File: config.mk
export PLATFORM = sky130hd
export DESIGN_NAME = fifo_access_arbiter
export DESIGN_NICKNAME = d
export VERILOG_FILES = /design/src/rtl/fifo_access_arbiter.sv
export SDC_FILE = /design/constraint.sdc
export NUM_CORES = 1
export LEC_CHECK = 0
export ABC_AREA = 1
export BUFFER_PORTS_ARGS = -buffer_cell sky130_fd_sc_hd__buf_4
export CORE_MARGIN = 2
export CORE_UTILIZATION = 49
export CTS_CLUSTER_SIZE = 12
export DETAILED_ROUTE_END_ITERATION = 8
export PLACE_DENSITY = 0.79
export SLEW_MARGIN = 20
export SYNTH_ARGS = -nofsm -noshare
export SYNTH_HDL_FRONTEND = slang
export SYNTH_SLANG_ARGS = --single-unit
File: constraint.sdc
create_clock -name i_clock -period 4.35 [get_ports i_clock]
set_input_delay 0.435 -clock i_clock [delete_from_list [all_inputs] [get_ports i_clock]]
set_output_delay 0.435 -clock i_clock [all_outputs]
set_load 0.02 [all_outputs]
File: src/rtl/fifo_access_arbiter.sv
// Access controller for a small single-clock FIFO datapath: round-robin write-port
// arbitration among NUM_REQ producers, single-word pop sequencing and occupancy tracking.
module fifo_access_arbiter #(
  parameter int unsigned ADDR_WIDTH = 2,
  parameter int unsigned NUM_REQ    = 2
) (
  input  logic                  i_clock,
  input  logic                  i_reset,
  input  logic [NUM_REQ-1:0]    i_req,
  output logic [NUM_REQ-1:0]    o_grant,
  output logic                  o_wr_en,
  output logic [1:0]            o_wr_sel,
  output logic [ADDR_WIDTH-1:0] o_wr_addr,
  input  logic                  i_rd_req,
  output logic                  o_rd_en,
  output logic [ADDR_WIDTH-1:0] o_rd_addr,
  output logic                  o_rd_valid,
  output logic [ADDR_WIDTH:0]   o_count,
  output logic                  o_full,
  output logic                  o_empty
);

  localparam int unsigned DEPTH = 2 ** ADDR_WIDTH;
  localparam int unsigned CW    = ADDR_WIDTH + 1;
  localparam int unsigned IW    = (NUM_REQ > 1) ? $clog2(NUM_REQ) : 1;

  typedef enum logic {W_ARB, W_WRITE} wr_state_t;
  typedef enum logic [1:0] {R_IDLE, R_ISSUE, R_VALID} rd_state_t;

  wr_state_t             r_wr_state, w_wr_state;
  rd_state_t             r_rd_state, w_rd_state;
  logic [ADDR_WIDTH-1:0] r_wr_ptr, w_wr_ptr;
  logic [ADDR_WIDTH-1:0] r_rd_ptr, w_rd_ptr;
  logic [CW-1:0]         r_count, w_count;
  logic [IW-1:0]         r_last, w_last;
  logic [NUM_REQ-1:0]    r_grant, w_grant;
  logic                  r_wr_en, w_wr_en;
  logic [1:0]            r_wr_sel, w_wr_sel;
  logic [ADDR_WIDTH-1:0] r_wr_addr, w_wr_addr;
  logic                  r_rd_en, w_rd_en;
  logic [ADDR_WIDTH-1:0] r_rd_addr, w_rd_addr;
  logic                  r_rd_valid, w_rd_valid;
  logic                  w_full, w_empty;
  logic                  w_pick_found;
  logic [IW-1:0]         w_pick_idx;
  logic [IW-1:0]         w_scan;

  assign w_full  = (r_count == CW'(DEPTH));
  assign w_empty = (r_count == '0);

  // Round-robin scan starting just after the last granted requester
  always_comb begin
    w_pick_found = 1'b0;
    w_pick_idx   = '0;
    w_scan       = '0;
    for (int unsigned k = 0; k < NUM_REQ; k++) begin
      w_scan = IW'((32'(r_last) + 32'd1 + k) % NUM_REQ);
      if (!w_pick_found && i_req[w_scan]) begin
        w_pick_found = 1'b1;
        w_pick_idx   = w_scan;
      end
    end
  end

  // Next-state and next-output logic for both FSMs and the occupancy counter
  always_comb begin
    w_wr_state = r_wr_state;
    w_rd_state = r_rd_state;
    w_wr_ptr   = r_wr_ptr;
    w_rd_ptr   = r_rd_ptr;
    w_count    = r_count;
    w_last     = r_last;
    w_grant    = '0;
    w_wr_en    = 1'b0;
    w_wr_sel   = r_wr_sel;
    w_wr_addr  = r_wr_addr;
    w_rd_en    = 1'b0;
    w_rd_addr  = r_rd_addr;
    w_rd_valid = 1'b0;

    unique case (r_wr_state)
      W_ARB: begin
        if (w_pick_found && !w_full) begin
          w_wr_state = W_WRITE;
          w_grant    = NUM_REQ'(1) << w_pick_idx;
          w_wr_en    = 1'b1;
          w_wr_sel   = 2'(w_pick_idx);
          w_wr_addr  = r_wr_ptr;
        end
      end
      W_WRITE: begin
        w_wr_state = W_ARB;
        w_wr_ptr   = r_wr_ptr + ADDR_WIDTH'(1);
        w_last     = IW'(r_wr_sel);
      end
      default: w_wr_state = W_ARB;
    endcase

    unique case (r_rd_state)
      R_IDLE: begin
        if (i_rd_req && !w_empty) begin
          w_rd_state = R_ISSUE;
          w_rd_en    = 1'b1;
          w_rd_addr  = r_rd_ptr;
        end
      end
      R_ISSUE: begin
        w_rd_state = R_VALID;
        w_rd_valid = 1'b1;
        w_rd_ptr   = r_rd_ptr + ADDR_WIDTH'(1);
      end
      R_VALID: w_rd_state = R_IDLE;
      default: w_rd_state = R_IDLE;
    endcase

    unique case ({r_wr_state == W_WRITE, r_rd_state == R_ISSUE})
      2'b10:   w_count = r_count + CW'(1);
      2'b01:   w_count = r_count - CW'(1);
      default: w_count = r_count;
    endcase
  end

  always_ff @(posedge i_clock) begin
    if (i_reset) begin
      r_wr_state <= W_ARB;
      r_rd_state <= R_IDLE;
      r_wr_ptr   <= '0;
      r_rd_ptr   <= '0;
      r_count    <= '0;
      r_last     <= IW'(NUM_REQ - 1);
      r_grant    <= '0;
      r_wr_en    <= 1'b0;
      r_wr_sel   <= '0;
      r_wr_addr  <= '0;
      r_rd_en    <= 1'b0;
      r_rd_addr  <= '0;
      r_rd_valid <= 1'b0;
    end else begin
      r_wr_state <= w_wr_state;
      r_rd_state <= w_rd_state;
      r_wr_ptr   <= w_wr_ptr;
      r_rd_ptr   <= w_rd_ptr;
      r_count    <= w_count;
      r_last     <= w_last;
      r_grant    <= w_grant;
      r_wr_en    <= w_wr_en;
      r_wr_sel   <= w_wr_sel;
      r_wr_addr  <= w_wr_addr;
      r_rd_en    <= w_rd_en;
      r_rd_addr  <= w_rd_addr;
      r_rd_valid <= w_rd_valid;
    end
  end

  assign o_grant    = r_grant;
  assign o_wr_en    = r_wr_en;
  assign o_wr_sel   = r_wr_sel;
  assign o_wr_addr  = r_wr_addr;
  assign o_rd_en    = r_rd_en;
  assign o_rd_addr  = r_rd_addr;
  assign o_rd_valid = r_rd_valid;
  assign o_count    = r_count;
  assign o_full     = w_full;
  assign o_empty    = w_empty;

endmodule

==> run metrics <==
status=completed; #FFs+latches synth=20; post-synthesis simple-gate area fraction=0.280; largest net degree at the start of global routing=13; reg2reg path depth=12; hold-fix buffer count after cts=0; GRT overflow=0; Via density=4.75; core area=1710 µm²; routed wl met3=57 µm; Routability Congestion=0.691; Syn Area/Cell=8.23 µm²; filler instances=148; critical-path cell list=inv_1, nand2_1, inv_1, ha_1, inv_1, fa_1, inv_1, nand2_1, nand3_1, nand2_1, nand2_1, nor2_1; Die Footprint=2130 µm²; WL met1=just over 700 µm; Port-buffer cells=19; drc violations=0; 1st-iter DRT viols=4; ANT cells=0; post-synthesis adder-cell area fraction=0.0373; Post-Syn Instances=106; synthesized area=872 µm²; hold path cells=2; R2R setup slack=around 2.7 ns; Post-Synth XOR/XNOR Area=0; # rows=15; min Tclk post-route=about 1.7 ns; chip height=46.2 µm; vias post-DR=717; CP endpoint kind=flop; P_leak=0.515 nW; CP top delay family=adder cells; main combinational cell family by area after synthesis=simple AND/OR/NAND/NOR gates; final core occ=0.611; Ys Warns=0; Net Sw Frac=0.327; Boundary Pins=21; Slowest cell on crit path=fa_1; worst skew pair latency=0.30 ns; Die X=between 40 and 50 µm; Fmax=604 MHz; Max Slew Vio Count=0; Synth Area in Compound Gates=0.0904; placed cells=147; clock slew at reported path FFs=around 0.11 ns; CP max FO=5; wire length on met2=735 µm; Root Buffer Master=clkbuf_4; drt wl/cell=10.2 µm; clock skew=0.00284 ns; Stages on worst setup path=12; Pre-antenna DRT Iters=3; top layer reached by signal wires=met4; register share of total power=0.476; Tcrit/Tclk final=0.380; Clock Sinks=20; first-pass GRT wire length=2410 µm; sequential fraction of the synthesis area=0.459; Hold Vio Cnt, Final=0; setup TNS=0 ns; Netlist cell types=26; Critical path buffers and inverters=4; starting density of the core=0.511; Int Pwr=between 0.3 and 0.4 mW; worst hold path type=input port to flop; share of layout cells above drive strength 1=0.294; critical path required time=4.56 ns; Pwr per Cell Area=432 nW/µm²; Crit Reg-Reg Startpoint=r_rd_state[1]; initial antenna violation count=0; # Max-Cap Violations=0; vias in the first global route=586; RSZ-0062 raised after global routing=no; postcts setup bufs=0; clock share of power=0.238; worst hold start=i_reset; WL final=around 1500 µm; area growth from synthesis to layout=19.7%; H-Tree Depth=1; syn_nets=113; CTS tree=built; WS Path Type=flop to flop; mux contribution to synthesized area=0; post-CTS resize count=0; CP Launch Type=flop; GRT Total Usage=0.162; cts bufs inserted=3; count of antenna-violating nets left after detailed routing=0; peak per-stage delay on the critical path=0.38 ns; combinational share of power=0.287; Max VDD drop=0.262 mV; Worst Setup SP=r_rd_state[1]; # setup viols final=0; HPWL after detailed placement=roughly 1200 µm; nets=134; Max clock buf depth=2; Psw=between 0.1 and 0.15 mW; WP data arrival=1.86 ns; fin cells=151
-- flip-flops by register name (all words and copies together) (netlist names), 2 cells and up --
register	cells
r_wr_ptr	2
o_count	3
r_rd_state	2
o_rd_addr	2
o_wr_addr	2
r_rd_ptr	2
o_grant	2
-- placed cells by master, fill, tap and decap left out, drive strengths merged --
| cell | instances |
|---|---|
| dfxtp | 20 |
| buf | 19 |
| nand2 | 19 |
| inv | 19 |
| nor2 | 17 |
| nand3 | 9 |
| a21oi | 8 |
| clkbuf | 4 |
| o21ai | 4 |
| nor3 | 2 |
| a21boi | 1 |
| nand4 | 1 |
| fa | 1 |
| ha | 1 |
| conb | 1 |
-- layout make-up --
type                    instances  area [µm²]  share of cell area
flip-flops and latches         20         400               0.384
multi-input cells              64         359               0.344
repair buffers                 19         143               0.137
inverters                      19        73.8              0.0707
clock buffers                   4        36.3              0.0348
well taps                      25        31.3              0.0300
-- stage by stage --
step	area, µm²	power (mW)	hold WS, ns	setup slack (ns)
detailed placement	1010	0.347	0.454	2.72
global placement	1010	0.344	0.442	2.79
floorplan	872	0.309	0.429	2.82
finish	1040	0.451	0.382	2.70
CTS	1040	0.454	0.369	2.69
global route	1040	0.475	0.380	2.53
-- synthesized netlist by cell type, drive strengths merged --
cell type	number	area (µm²)
a21boi	1	7.51
a21oi	8	43.8
buf	3	38.8
conb	1	3.75
dfxtp	20	400
fa	1	20.0
ha	1	12.5
inv	19	73.8
nand2	19	73.8
nand3	9	75.1
nand4	1	6.26
nor2	17	73.8
nor3	2	15.0
o21ai	4	27.5
-- final timing paths --
check                        to
setup / recovery     o_count[2]
hold / removal    r_rd_state[0]
setup reg to reg     o_count[2]
hold reg to reg          r_last
-- power by group through the flow --
stage	Combinational, mW	Sequential (mW)	Clock [mW]
4_1_cts	0.130	0.215	0.109
5_1_grt	0.143	0.217	0.115
3_5_place_dp	0.129	0.219	0
2_1_floorplan	0.0745	0.234	0
6_report	0.129	0.214	0.107
3_3_place_gp	0.126	0.218	0
-- metal layers --
metal  GRT usage  vias up
met5           0        -
met4      0.0857        0
met3      0.0471        5
met2       0.250       13
met1       0.204      332
li1            -      367
-- kinds of logic after synthesis --
family	count (synthesis)
other	1
DFF	20
AOI/OAI and AO/OA	13
buffers and inverters	22
adders and majority gates	2
and+or+nand+nor	48
No activity file was read; power rests on OpenSTA's default activity.
